## config.mk

```make
export PLATFORM = sky130hd
export DESIGN_NAME = pipeline_hazard_ctrl
export DESIGN_NICKNAME = d
export VERILOG_FILES = /design/src/rtl/pipeline_hazard_ctrl.sv
export SDC_FILE = /design/constraint.sdc
export NUM_CORES = 1
export LEC_CHECK = 0
export BUFFER_PORTS_ARGS = -buffer_cell sky130_fd_sc_hd__buf_2
export CORE_UTILIZATION = 51
export DETAILED_ROUTE_END_ITERATION = 12
export HOLD_SLACK_MARGIN = 0.02
export PLACE_DENSITY = 0.78
export SKIP_CTS_REPAIR_TIMING = 1
export SLEW_MARGIN = 15
export SYNTH_ARGS = -nofsm -noshare
export SYNTH_HDL_FRONTEND = slang
export SYNTH_SLANG_ARGS = --single-unit
```

## constraint.sdc

```tcl
create_clock -name clk -period 3.32 [get_ports clk]
set_input_delay 0.332 -clock clk [delete_from_list [all_inputs] [get_ports clk]]
set_output_delay 0.332 -clock clk [all_outputs]
set_load 0.05 [all_outputs]
```

## src/rtl/pipeline_hazard_ctrl.sv

```systemverilog
// Stall/flush controller for the 5-stage pipeline: shadow destination scoreboard, RAW stalls,
// redirect flushes and memory freeze. Define FORWARDING_EN when EX/MEM/WB forwarding exists.
module pipeline_hazard_ctrl #(
  parameter int unsigned CNT_W    = 16,
  parameter logic [1:0]  LOAD_SEL = 2'b01
) (
  input  logic             clk,
  input  logic             rst,
  input  logic             valid_ID,
  input  logic             Rs1_used,
  input  logic             Rs2_used,
  input  logic [4:0]       Rs1_addr_ID,
  input  logic [4:0]       Rs2_addr_ID,
  input  logic [4:0]       Rd_addr_ID,
  input  logic             RegWrite_ID,
  input  logic [1:0]       MemtoReg_ID,
  input  logic             redirect_EX,
  input  logic             mem_ready,
  output logic             PC_en,
  output logic             IF_ID_en,
  output logic             IF_ID_flush,
  output logic             ID_EX_en,
  output logic             ID_EX_flush,
  output logic             EX_MEM_en,
  output logic             MEM_WB_en,
  output logic [CNT_W-1:0] stall_cnt,
  output logic [CNT_W-1:0] flush_cnt,
  output logic [1:0]       state_dbg_o,
  output logic [19:0]      sb_dbg_o
);

  // Handshakes: valid_ID=1 means ID holds a real instruction, otherwise a bubble that never
  // hazards; mem_ready=1 means the data access completes this cycle, else the whole pipe holds.

  typedef enum logic [1:0] {
    RUN    = 2'd0,
    DSTALL = 2'd1,
    FREEZE = 2'd2
  } state_t;

  localparam logic [CNT_W-1:0] CNT_ONE = CNT_W'(1);
  localparam logic [CNT_W-1:0] CNT_MAX = '1;

  state_t           state_q, state_d;
  logic [4:0]       ex_rd_q, mem_rd_q, wb_rd_q;
  logic             ex_wr_q, mem_wr_q, wb_wr_q;
  logic             ex_ld_q, mem_ld_q;
  logic [CNT_W-1:0] stall_cnt_q, flush_cnt_q;

  logic advance, bubble, stall_inc, flush_inc;
  logic hit_ex, hit_mem, hit_wb, stall_cond;
  logic id_wr, id_ld;

  function automatic logic src_hit(input logic wr, input logic [4:0] rd, input logic v,
                                   input logic r1u, input logic [4:0] r1,
                                   input logic r2u, input logic [4:0] r2);
    return v & wr & (rd != 5'd0) & ((r1u & (r1 == rd)) | (r2u & (r2 == rd)));
  endfunction

  always_comb begin
    hit_ex  = src_hit(ex_wr_q,  ex_rd_q,  valid_ID, Rs1_used, Rs1_addr_ID, Rs2_used, Rs2_addr_ID);
    hit_mem = src_hit(mem_wr_q, mem_rd_q, valid_ID, Rs1_used, Rs1_addr_ID, Rs2_used, Rs2_addr_ID);
    hit_wb  = src_hit(wb_wr_q,  wb_rd_q,  valid_ID, Rs1_used, Rs1_addr_ID, Rs2_used, Rs2_addr_ID);
`ifdef FORWARDING_EN
    stall_cond = hit_ex & ex_ld_q;
`else
    // No write-to-read bypass in the register file, so WB is still a hazard source.
    stall_cond = hit_ex | hit_mem | hit_wb;
`endif
  end

  always_comb begin
    state_d     = state_q;
    PC_en       = 1'b0;
    IF_ID_en    = 1'b0;
    IF_ID_flush = 1'b0;
    ID_EX_en    = 1'b0;
    ID_EX_flush = 1'b0;
    EX_MEM_en   = 1'b0;
    MEM_WB_en   = 1'b0;
    advance     = 1'b0;
    bubble      = 1'b0;
    stall_inc   = 1'b0;
    flush_inc   = 1'b0;
    if (!rst) begin
      state_d = RUN;
    end else if (!mem_ready) begin
      state_d = FREEZE;
    end else if (redirect_EX) begin
      PC_en       = 1'b1;
      IF_ID_en    = 1'b1;
      IF_ID_flush = 1'b1;
      ID_EX_en    = 1'b1;
      ID_EX_flush = 1'b1;
      EX_MEM_en   = 1'b1;
      MEM_WB_en   = 1'b1;
      advance     = 1'b1;
      bubble      = 1'b1;
      flush_inc   = 1'b1;
      state_d     = RUN;
    end else if (stall_cond) begin
      ID_EX_en    = 1'b1;
      ID_EX_flush = 1'b1;
      EX_MEM_en   = 1'b1;
      MEM_WB_en   = 1'b1;
      advance     = 1'b1;
      bubble      = 1'b1;
      stall_inc   = 1'b1;
      state_d     = DSTALL;
    end else begin
      PC_en     = 1'b1;
      IF_ID_en  = 1'b1;
      ID_EX_en  = 1'b1;
      EX_MEM_en = 1'b1;
      MEM_WB_en = 1'b1;
      advance   = 1'b1;
      state_d   = RUN;
    end
  end

  assign id_wr = RegWrite_ID & valid_ID & ~bubble;
  assign id_ld = (MemtoReg_ID == LOAD_SEL) & ~bubble;

  always_ff @(posedge clk) begin
    if (!rst) begin
      state_q     <= RUN;
      ex_rd_q     <= 5'd0;
      ex_wr_q     <= 1'b0;
      ex_ld_q     <= 1'b0;
      mem_rd_q    <= 5'd0;
      mem_wr_q    <= 1'b0;
      mem_ld_q    <= 1'b0;
      wb_rd_q     <= 5'd0;
      wb_wr_q     <= 1'b0;
      stall_cnt_q <= '0;
      flush_cnt_q <= '0;
    end else begin
      state_q <= state_d;
      if (advance) begin
        wb_rd_q  <= mem_rd_q;
        wb_wr_q  <= mem_wr_q;
        mem_rd_q <= ex_rd_q;
        mem_wr_q <= ex_wr_q;
        mem_ld_q <= ex_ld_q;
        ex_rd_q  <= Rd_addr_ID;
        ex_wr_q  <= id_wr;
        ex_ld_q  <= id_ld;
      end
      if (stall_inc && stall_cnt_q != CNT_MAX) stall_cnt_q <= stall_cnt_q + CNT_ONE;
      if (flush_inc && flush_cnt_q != CNT_MAX) flush_cnt_q <= flush_cnt_q + CNT_ONE;
    end
  end

  assign stall_cnt   = stall_cnt_q;
  assign flush_cnt   = flush_cnt_q;
  assign state_dbg_o = state_q;
  assign sb_dbg_o    = {ex_rd_q, ex_wr_q, ex_ld_q, mem_rd_q, mem_wr_q, mem_ld_q, wb_rd_q, wb_wr_q};

endmodule

```

; ---- Word-level counts from Yosys, hierarchy flattened
; Cells that the tools add are included.
[classes]
n_addsub = 2
n_mul = 0
div = 0
magnitude_cmp = 0
eq_ne = 9
n_shift = 0
muxes = 19
n_bitwise = 26
n_reduce_logical = 6
[op_table]
columns = op, n
row1 = 16-bit by 1-bit adder with 16-bit output (second input constant), 2
row2 = 16-bit inequality test (second input constant), 2
row3 = 5-bit == test, 6
row4 = 1-bit bitwise AND, 18
row5 = 1-bit 2-to-1 mux, 18
row6 = 5-bit nonzero test, 3
row7 = 1-bit bitwise OR, 5
row8 = 1-bit NOT, 3
row9 = 3-bit OR reduction, 1
row10 = 2-bit by 1-bit == test with 1-bit output (second input constant), 1
row11 = 1-bit logical AND, 2
row12 = 2-bit 2-to-1 mux, 1
[word_totals]
regBits = 54
latch_bits = 0
mem_bits_rw = 0
romBits = 0
input_bits = 25
output_inout_bits = 61
elab_cells = 74
memories = 0

; ---- Longest topological paths before layout
; Gate-level depths: netlist of the first run.
[logic_depth]
word_depth = 12
mapped_depth = 9
ltp_nobuf = 7

; ---- Least setup slack after synthesis of the first run
; OpenSTA, ideal clock, no wires.
[synth_path]
kind = register to output
start = register mem_rd_q[0]
end = output port PC_en
t_arrival_ps = 3238
required_time_ps = 2988
path_slack_ps = -250
stages_incl_launch_ff = 9
n_path_buf = 3
cell_sequence = dfxtp_1 -> or3_1 -> o311a_1 -> a222oi_1 -> buf_6 -> buf_12 -> nor2_1 -> nor2_1 -> buf_4
[synth_between]
elab_chain_len = 10
elab_cells_between_ends = 14
cone_classes = eq/ne: 2 / mux: 4 / bitwise: 7 / reduce/logical: 1
[synth_lines]
columns = item, line_no
row1 = "start, declared", 45  ; logic [4:0] ex_rd_q, mem_rd_q, wb_rd_q;
row2 = "start signal, assigned", 142  ; mem_rd_q <= ex_rd_q;
row3 = 5-bit == test, 57  ; return v & wr & (rd != 5'd0) & ((r1u & (r1 == rd)) | (r2u & (r2 == rd)));
row4 = 1-bit bitwise AND, 57
row5 = 1-bit bitwise OR, 57
row6 = 1-bit bitwise AND *, 57
row7 = 1-bit bitwise OR * (2 in series), 68  ; stall_cond = hit_ex | hit_mem | hit_wb;
row8 = 1-bit 2-to-1 mux * (4 in series), n/a
row9 = "end, declared", 19  ; output logic PC_en,
; Mark *: on every way between the ends. The rest lies on a longest branch, timed or not.

; ---- Final worst setup path of the first run
[layout_path]
start = register mem_rd_q[0]
end = output port ID_EX_flush
[layout_between]
elab_chain_len = 10
elab_cells_between_ends = 14
cone_classes = eq/ne: 2 / mux: 4 / bitwise: 7 / reduce/logical: 1
[layout_lines]
columns = item, line_no
row1 = 5-bit == test, 57
row2 = 1-bit bitwise AND, 57
row3 = 1-bit bitwise OR, 57
row4 = 1-bit bitwise AND *, 57
row5 = 1-bit bitwise OR * (2 in series), 68
row6 = 1-bit 2-to-1 mux *, 101  ; end else if (stall_cond) begin
row7 = 1-bit 2-to-1 mux *, 89  ; end else if (redirect_EX) begin
row8 = 1-bit 2-to-1 mux *, 87  ; end else if (!mem_ready) begin
row9 = 1-bit 2-to-1 mux *, 85  ; if (!rst) begin
row10 = "end, declared", 23  ; output logic ID_EX_flush,
; Marks and branches as above.

==> results of run 1 <==
[cell type report]
class | instances | area, um^2 | area share, %
multi-input combinational | 238 | 1615 | 47.81
sequential | 54 | 1081 | 32.00
timing repair buffer | 90 | 462.9 | 13.70
tap | 70 | 87.58 | 2.593
clock buffer | 6 | 82.58 | 2.444
clock inverter | 1 | 30.03 | 0.8889
inverter | 5 | 18.77 | 0.5556
[worst min-delay path by stage]
stage	from	end	slack, ns	cells after the start
4_1_cts	redirect_EX	state_dbg_o[0]	0.25	2
2_1_floorplan	redirect_EX	state_dbg_o[0]	0.41	1
6_report	redirect_EX	state_dbg_o[0]	0.26	2
3_5_place_dp	flush_cnt[8]	flush_cnt[8]	0.49	1
5_1_grt	redirect_EX	state_dbg_o[0]	0.24	2
3_3_place_gp	flush_cnt[8]	flush_cnt[8]	0.46	1
[layout by cell type, fill, tap and decap left out, types with 3 or more instances in the layout]
master / Yosys / layout
buf_2: 1 / 85
dfxtp_1: 54 / 54
xnor2_1: 37 / 37
nor2_1: 37 / 36
mux2i_1: 24 / 24
nand2_1: 21 / 21
nand4_1: 18 / 18
nand3_1: 12 / 12
or3_2: 8 / 8
a21oi_1: 7 / 7
and3_1: 6 / 6
nor3_1: 6 / 6
clkbuf_8: 0 / 6
inv_1: 5 / 5
or3_1: 5 / 5
o21ai_0: 5 / 5
o21ai_2: 5 / 5
a21oi_2: 5 / 5
buf_4: 9 / 5
o311ai_0: 4 / 4
o22ai_1: 3 / 3
xor2_1: 3 / 3
and2_1: 3 / 3
nand2b_1: 3 / 3
[kinds of logic after synthesis]
logic type	after synthesis	share of synthesized area, %
DFF	54	37.88
xor gates and xnor gates	40	12.28
and+or+nand+nor	127	22.89
buffers and inverters	25	5.611
AOI/OAI and AO/OA	45	12.06
muxes	24	8.417
adders and majority gates	2	0.8767
[routing by layer]
metal  track usage [%]  wire (um)  up-vias
met4             5.769         57        0
li1                  -          -     1278
met2             38.30       3163      103
met3             5.000        490        6
met1             32.38       3181     1226
met5                 0          0        -
[sequential cells by signal, indices dropped and copies added (netlist names)]
name	cells
ex_ld_q	1
ex_rd_q	5
ex_wr_q	1
flush_cnt	16
mem_ld_q	1
mem_rd_q	5
mem_wr_q	1
stall_cnt	16
state_dbg_o	2
wb_rd_q	5
wb_wr_q	1
[power by group]
| group | internal [mW] | switching [mW] |
|---|---|---|
| sequential | 0.656 | 0.0154 |
| clock | 0.241 | 0.202 |
| combinational | 0.0591 | 0.110 |
==> impl_metrics.tcl, run 1 <==
set metrics [dict create \
    startpoint_type "flop" \
    num-fill-cells 464 \
    fmax_mhz 356.4 \
    drv_slew 0 \
    crit_family "compound AO/OA/AOI/OAI gates" \
    grt_overflow_total 0 \
    worstReg2RegEnd "ex_wr_q" \
    port_buffers 85 \
    die_area_um2 5899 \
    grt_pass1_vias 2305 \
    crit_chain "or3_1 > o311a_1 > a222oi_1 > buf_4 > a21oi_1 > buf_2" \
    coreArea_um2 5238 \
    tightest_slew_ns 0.7518 \
    finalSetupViolCount 0 \
    yosysMostFrequentCell "dfxtp_1" \
    worst_clock_skew_ns 0.006327 \
    p_total_mw 1.284 \
    preCtsSetupSlack_ns 0.8456 \
    max_slew_margin_pct 49.24 \
    postPlaceCellArea_um2 3266 \
    synth_top_area_share_pct 37.88 \
    power.density_nw_per_um2 380.2 \
    cts_buffer_depth 2 \
    worstPathRequired_ns 2.99 \
    synth-edff-count 0 \
    grt_pass1_wl_mm 11.38 \
    rrSetupSlack_ns 1.04 \
    syn_to_final_growth_pct 18.37 \
    globalplace.congestion 0.8835 \
    tns_ns 0 \
    rsz0062_at_grt "no" \
    tritoncts "yes" \
    cts-buffers-inserted 5 \
    crit_path_start "mem_rd_q[0]" \
    io_pins 86 \
    ant_nets 0 \
    synth_top_area_cell "dfxtp_1" \
    power_leakage_nw 1.472 \
    antenna_found_initial 0 \
    h-tree-depth 2 \
    setup.worst_path.end_class "output port" \
    die_width_um 76.81 \
    drtIter0Drc 211 \
    cts_root_buffer "clkbuf_8" \
    worst_slack_ns 0.5144 \
    synth_cells 317 \
    synth_warnings 0 \
    initial_utilization_pct 54.49 \
    slowest_delay_ns 0.50 \
    worstPathMaxFanout 14 \
    vias 2613 \
    routed_wl_mm 6.894 \
    critPathArrivalTime_ns 2.47 \
    path_depth 6 \
    worstSetupEndpoint "ID_EX_flush" \
    drive_above_1_share_pct 30.96 \
    dp.cells 457 \
    hpwl_mm 5.120 \
    period_minus_slack_ns 2.806 \
    ys_ff_latch 54 \
    synth_ff_type "dfxtp_1" \
    min_path_type "in -> reg" \
    clkTransAtPathRegs_ns 0.09 \
    post-route-util_pct 64.50 \
    avgSynthCellArea_um2 9.003 \
    synth_area_leaders "dfxtp_1 38%, xnor2_1 11%, mux2i_1 8.4%, nor2_1 4.9%, nand4_1 3.9%" \
    period_share_pct 84.50 \
    cp.buffers_inverters 2 \
    nets 421 \
    synth-seq-area-share_pct 37.88 \
    die_h_um 76.81 \
    syn_area_um2 2854 \
    rr_startpoint "mem_rd_q[0]" \
    cpMaxStageDelayCell "a222oi_1" \
    synthDistinctLibCells 47 \
    cts.sinks 54 \
    layoutNonFillerInstCount 464 \
    post_drt_wl_per_cell_um 14.86 \
    ff2ff_path_depth 6 \
    grt_usage_pct 23.83 \
    cap_violations 0 \
    synth_common_cells "54 x dfxtp_1, 37 x nor2_1, 37 x xnor2_1, 24 x mux2i_1, 21 x nand2_1" \
    drc 0 \
    vdd_ir_drop_max_mv 0.2216 \
    crit_type "reg -> out" \
    routed_via_density 5.631 \
    syn_nets 344 \
    first_pass_iters 4 \
    grt_max_degree 20 \
    clock_latency_ns 0.30 \
    status "complete, no violations" \
    rows 26 \
    finalHoldViolCount 0 \
    fin_hold_ws_ns 0.2593 \
    diodes 0 \
    async_flop_share_pct 0 \
    final_area_um2 3378 \
]
Power figures use the tool's default switching activity.
==> run 2, diff against run 1 <==
Clock period 3.32 ns to 2.9 ns, I/O delays scaled along.
==> run 2 against run 1 <==
Compared with the run above: wire length fell by 5.3%; critical endpoint is now IF_ID_en; sequential power rose by 15%; highest routed layer unchanged; design area up 0.41%.
==> impl_metrics.tcl, run 2 (same netlist as run 1, synthesis figures left out) <==
set metrics [dict create \
    fmax_mhz 385.2 \
    setup.worst_path.end_class "output port" \
    routed_via_density 5.503 \
    grt_usage_pct 22.43 \
    slowest_delay_ns 0.38 \
    globalplace.congestion 0.9906 \
    hold_path_depth 2 \
    drive_above_1_share_pct 33.75 \
    routed_wl_mm 6.530 \
    preCtsSetupSlack_ns 0.5510 \
    worstReg2RegEnd "ex_wr_q" \
    rows 26 \
    drv_slew 0 \
    vdd_ir_drop_max_mv 0.3593 \
    grt_pass1_vias 2234 \
    h-tree-depth 2 \
    status "complete, no violations" \
    syn_to_final_growth_pct 18.85 \
    cp.buffers_inverters 2 \
    cts_root_buffer "clkbuf_8" \
    critPathArrivalTime_ns 2.31 \
    startpoint_type "flop" \
    hpwl_mm 4.935 \
    cpMaxStageDelayCell "dfxtp_4" \
    finalSetupViolCount 0 \
    num-fill-cells 460 \
    period_minus_slack_ns 2.596 \
    power.density_nw_per_um2 407.3 \
    clock_latency_ns 0.30 \
    cts.sinks 54 \
    multiInputGateArea_um2 1620 \
    tns_ns 0 \
    min-delay-start "redirect_EX" \
    die_width_um 76.81 \
    worstPathRequired_ns 2.61 \
    tightest_slew_ns 0.7360 \
    first_pass_iters 5 \
    switching_power_mw 0.3881 \
    coreArea_um2 5238 \
    drc 0 \
    post_drt_wl_per_cell_um 13.98 \
    worst_clock_skew_ns 0.009190 \
    final_cell_mix "85 x buf_2, 45 x dfxtp_1, 37 x xnor2_1" \
    grt_pass1_wl_mm 10.71 \
    grt_overflow_total 0 \
    pwr-share-seq_pct 55.7 \
    p_int_mw 0.9936 \
    grt_max_degree 33 \
    ant_nets 0 \
    die_area_um2 5899 \
    port_buffers 85 \
    clkTransAtPathRegs_ns 0.10 \
    switching_share_pct 28.09 \
    hold-path-endpoint "state_dbg_o[0]" \
    cts_buffer_depth 2 \
    drtIter0Drc 142 \
    crit_family "compound AO/OA/AOI/OAI gates" \
    rrSetupSlack_ns 0.51 \
    crit_type "reg -> out" \
    worst_slack_ns 0.3038 \
    ff_latch_area_um2 1095 \
    cts-buffers-inserted 5 \
    ff2ff_path_depth 8 \
    die_h_um 76.81 \
    min_path_type "in -> reg" \
    cap_violations 0 \
    rr_startpoint "mem_rd_q[0]" \
    rsz0062_at_grt "no" \
    comb_power_share_pct 13.9 \
    initial_utilization_pct 54.49 \
    vias 2570 \
    finalHoldViolCount 0 \
    period_share_pct 89.52 \
    diodes 0 \
    clkPwrFrac_pct 30.4 \
    io_pins 86 \
    worstPathMaxFanout 6 \
    crit_chain "or3_1 > o311a_1 > a222oi_1 > buf_4 > nor2_1 > nor2_4 > buf_2" \
    layout_commonest_cell "buf_2" \
    nets 423 \
    max_slew_margin_pct 50.31 \
    antenna_found_initial 0 \
    power_leakage_nw 1.471 \
    tritoncts "yes" \
]
## run 2: metrics by stage
stage	power [mW]	hold slack (ns)	utilization (%)	area, um^2	std cells
final	1.382	0.1830	64.76	3392	467
after global routing	1.442	0.1954	64.76	3392	467
after CTS	1.393	0.1760	64.48	3377	465
after detailed placement	0.9791	0.4663	62.71	3284	457
after global placement	0.9787	0.4615	62.71	3284	457
after floorplan	0.9235	0.3681	-	2879	317
## run 2: layer usage
metal | vias up | track usage, % | share of wire, %
met5 | - | 0 | 0
met4 | 0 | 6.538 | 0.81
met3 | 6 | 4.643 | 7.7
met2 | 86 | 36.16 | 45
met1 | 1188 | 30.01 | 46
li1 | 1290 | - | -
## run 2: worst max path at each step
stage,endpoint,depth (start not counted),from,slack (ns)
2_1_floorplan,PC_en,8,ex_rd_q[0],0.004
3_3_place_gp,PC_en,6,mem_rd_q[0],0.60
3_5_place_dp,PC_en,6,mem_rd_q[0],0.55
4_1_cts,PC_en,6,mem_rd_q[0],0.19
5_1_grt,PC_en,7,mem_rd_q[0],0.19
6_report,IF_ID_en,7,mem_rd_q[0],0.30
## run 2: cell type report
class / count / area share, %
Clock buffer: 5 / 2.029
Clock inverter: 3 / 0.7008
Inverter: 5 / 0.5533
Multi-Input combinational cell: 238 / 47.77
Sequential cell: 54 / 32.28
Tap cell: 70 / 2.582
Timing Repair Buffer: 92 / 14.09
## run 2: power by group through the flow
| stage | clock (mW) | sequential [mW] | combinational, mW |
|---|---|---|---|
| floorplan | 0 | 0.815 | 0.108 |
| global placement | 0 | 0.786 | 0.192 |
| detailed placement | 0 | 0.787 | 0.192 |
| CTS | 0.431 | 0.770 | 0.193 |
| global route | 0.464 | 0.772 | 0.205 |
| finish | 0.420 | 0.770 | 0.192 |
==> run 3, diff against run 2 <==
Settings changed: BUFFER_PORTS_ARGS -buffer_cell sky130_fd_sc_hd__buf_2 to -buffer_cell sky130_fd_sc_hd__buf_4.
==> run 3 against run 2 <==
Compared with the run above: largest cell class unchanged; die area stayed put; first-iteration DRC count is 19% lower; setup slack better by 0.012 ns; register-to-register slack better by 0.10 ns; sequential power hardly changed.
==> impl_metrics.tcl, run 3 (same netlist as run 1, synthesis figures left out) <==
set metrics [dict create \
    post_drt_wl_per_cell_um 14.94 \
    status "complete, no violations" \
    drive_above_1_share_pct 33.50 \
    period_minus_slack_ns 2.584 \
    final_cell_mix "92 x buf_4, 45 x dfxtp_1, 37 x xnor2_1" \
    worstPathRequired_ns 2.61 \
    setup.worst_path.end_class "output port" \
    grt_pass1_wl_mm 11.29 \
    crit_type "reg -> out" \
    grt_usage_pct 24.05 \
    hold-path-endpoint "state_dbg_o[0]" \
    tns_ns 0 \
    io_pins 86 \
    clkTransAtPathRegs_ns 0.10 \
    min_path_type "in -> reg" \
    cpMaxStageDelayCell "dfxtp_4" \
    rr_startpoint "mem_rd_q[3]" \
    syn_to_final_growth_pct 26.13 \
    grt_max_degree 20 \
    crit_chain "or3_1 > o311a_1 > a222oi_1 > buf_4 > buf_4 > a21oi_1 > buf_4" \
    tightest_slew_ns 0.8386 \
    rows 26 \
    drc 0 \
    cts_buffer_depth 2 \
    port_buffers 85 \
    worst_slack_ns 0.3159 \
    hpwl_mm 5.243 \
    power_leakage_nw 1.485 \
    vdd_ir_drop_max_mv 0.3137 \
    hold_path_depth 2 \
    nets 423 \
    ff2ff_path_depth 9 \
    max_slew_margin_pct 43.38 \
    postPlaceCellArea_um2 3497 \
    grt_overflow_total 0 \
    routed_wl_mm 6.975 \
    first_pass_iters 4 \
    slowest_delay_ns 0.38 \
    p_total_mw 1.398 \
    drtIter0Drc 115 \
    critPathArrivalTime_ns 2.29 \
    period_share_pct 89.11 \
    final_area_um2 3600 \
    die_h_um 76.81 \
    ant_nets 0 \
    initial_utilization_pct 54.49 \
    worst_clock_skew_ns 0.007777 \
    drv_slew 0 \
    preCtsSetupSlack_ns 0.4607 \
    cap_violations 0 \
    cts.sinks 54 \
    tritoncts "yes" \
    power.density_nw_per_um2 388.4 \
    globalplace.congestion 0.9558 \
    worstReg2RegEnd "stall_cnt[3]" \
    clock_latency_ns 0.31 \
    cts_root_buffer "clkbuf_8" \
    diodes 0 \
    die_width_um 76.81 \
    antenna_found_initial 0 \
    routed_via_density 5.531 \
    worstPathMaxFanout 6 \
    coreArea_um2 5238 \
    vias 2583 \
    layout_commonest_cell "buf_4" \
    path_common_cell "buf_4" \
    die_area_um2 5899 \
    finalSetupViolCount 0 \
    rrSetupSlack_ns 0.61 \
    finalHoldViolCount 0 \
    cts-buffers-inserted 5 \
    h-tree-depth 2 \
    fmax_mhz 387.0 \
    startpoint_type "flop" \
    rsz0062_at_grt "no" \
    grt_pass1_vias 2320 \
    min-delay-start "redirect_EX" \
]
-- run 3: worst max path at each step --
stage	from	cells past startpoint	to	slack, ns
finish	mem_rd_q[0]	7	ID_EX_flush	0.32
global route	mem_rd_q[0]	7	PC_en	0.17
CTS	mem_rd_q[0]	6	IF_ID_en	0.1
detailed placement	mem_rd_q[0]	6	IF_ID_en	0.46
global placement	mem_rd_q[0]	6	PC_en	0.50
floorplan	ex_rd_q[0]	8	PC_en	0.004
-- run 3: final cells by class --
type | instances | area, um^2
Sequential cell | 54 | 1095
Fill cell | 447 | 1638
Timing Repair Buffer | 92 | 690.7
Inverter | 5 | 18.77
Multi-Input combinational cell | 238 | 1620
Clock buffer | 6 | 72.57
Clock inverter | 2 | 15.01
Tap cell | 70 | 87.58
-- run 3: critical path: cells and delay by family (launching register included) --
family / cells / cell delay, ns
and+or+nand+nor: 1 / 0.37
DFF: 1 / 0.38
buffers and inverters: 3 / 0.51
AOI/OAI and AO/OA: 3 / 0.72
-- run 3: through the flow --
step | std cells | utilization, % | hold WS [ns]
6_report | 467 | 68.73 | 0.1753
5_1_grt | 467 | 68.73 | 0.1775
4_1_cts | 465 | 68.44 | 0.1671
3_5_place_dp | 457 | 66.77 | 0.4743
3_3_place_gp | 457 | 66.77 | 0.4619
2_1_floorplan | 317 | - | 0.3681
-- run 3: layer usage --
layer  track usage (%)  wire length, um
met5                 0                0
met1             32.21             3250
met2             37.05             3074
met4             8.077              128
met3             6.548              521
-- run 3: report_power, final --
part           internal (mW)  leakage [nW]  switching [mW]
clock                  0.171        0.0374           0.245
sequential             0.752         0.441          0.0184
combinational         0.0861          1.01           0.126
total                   1.01          1.49           0.390
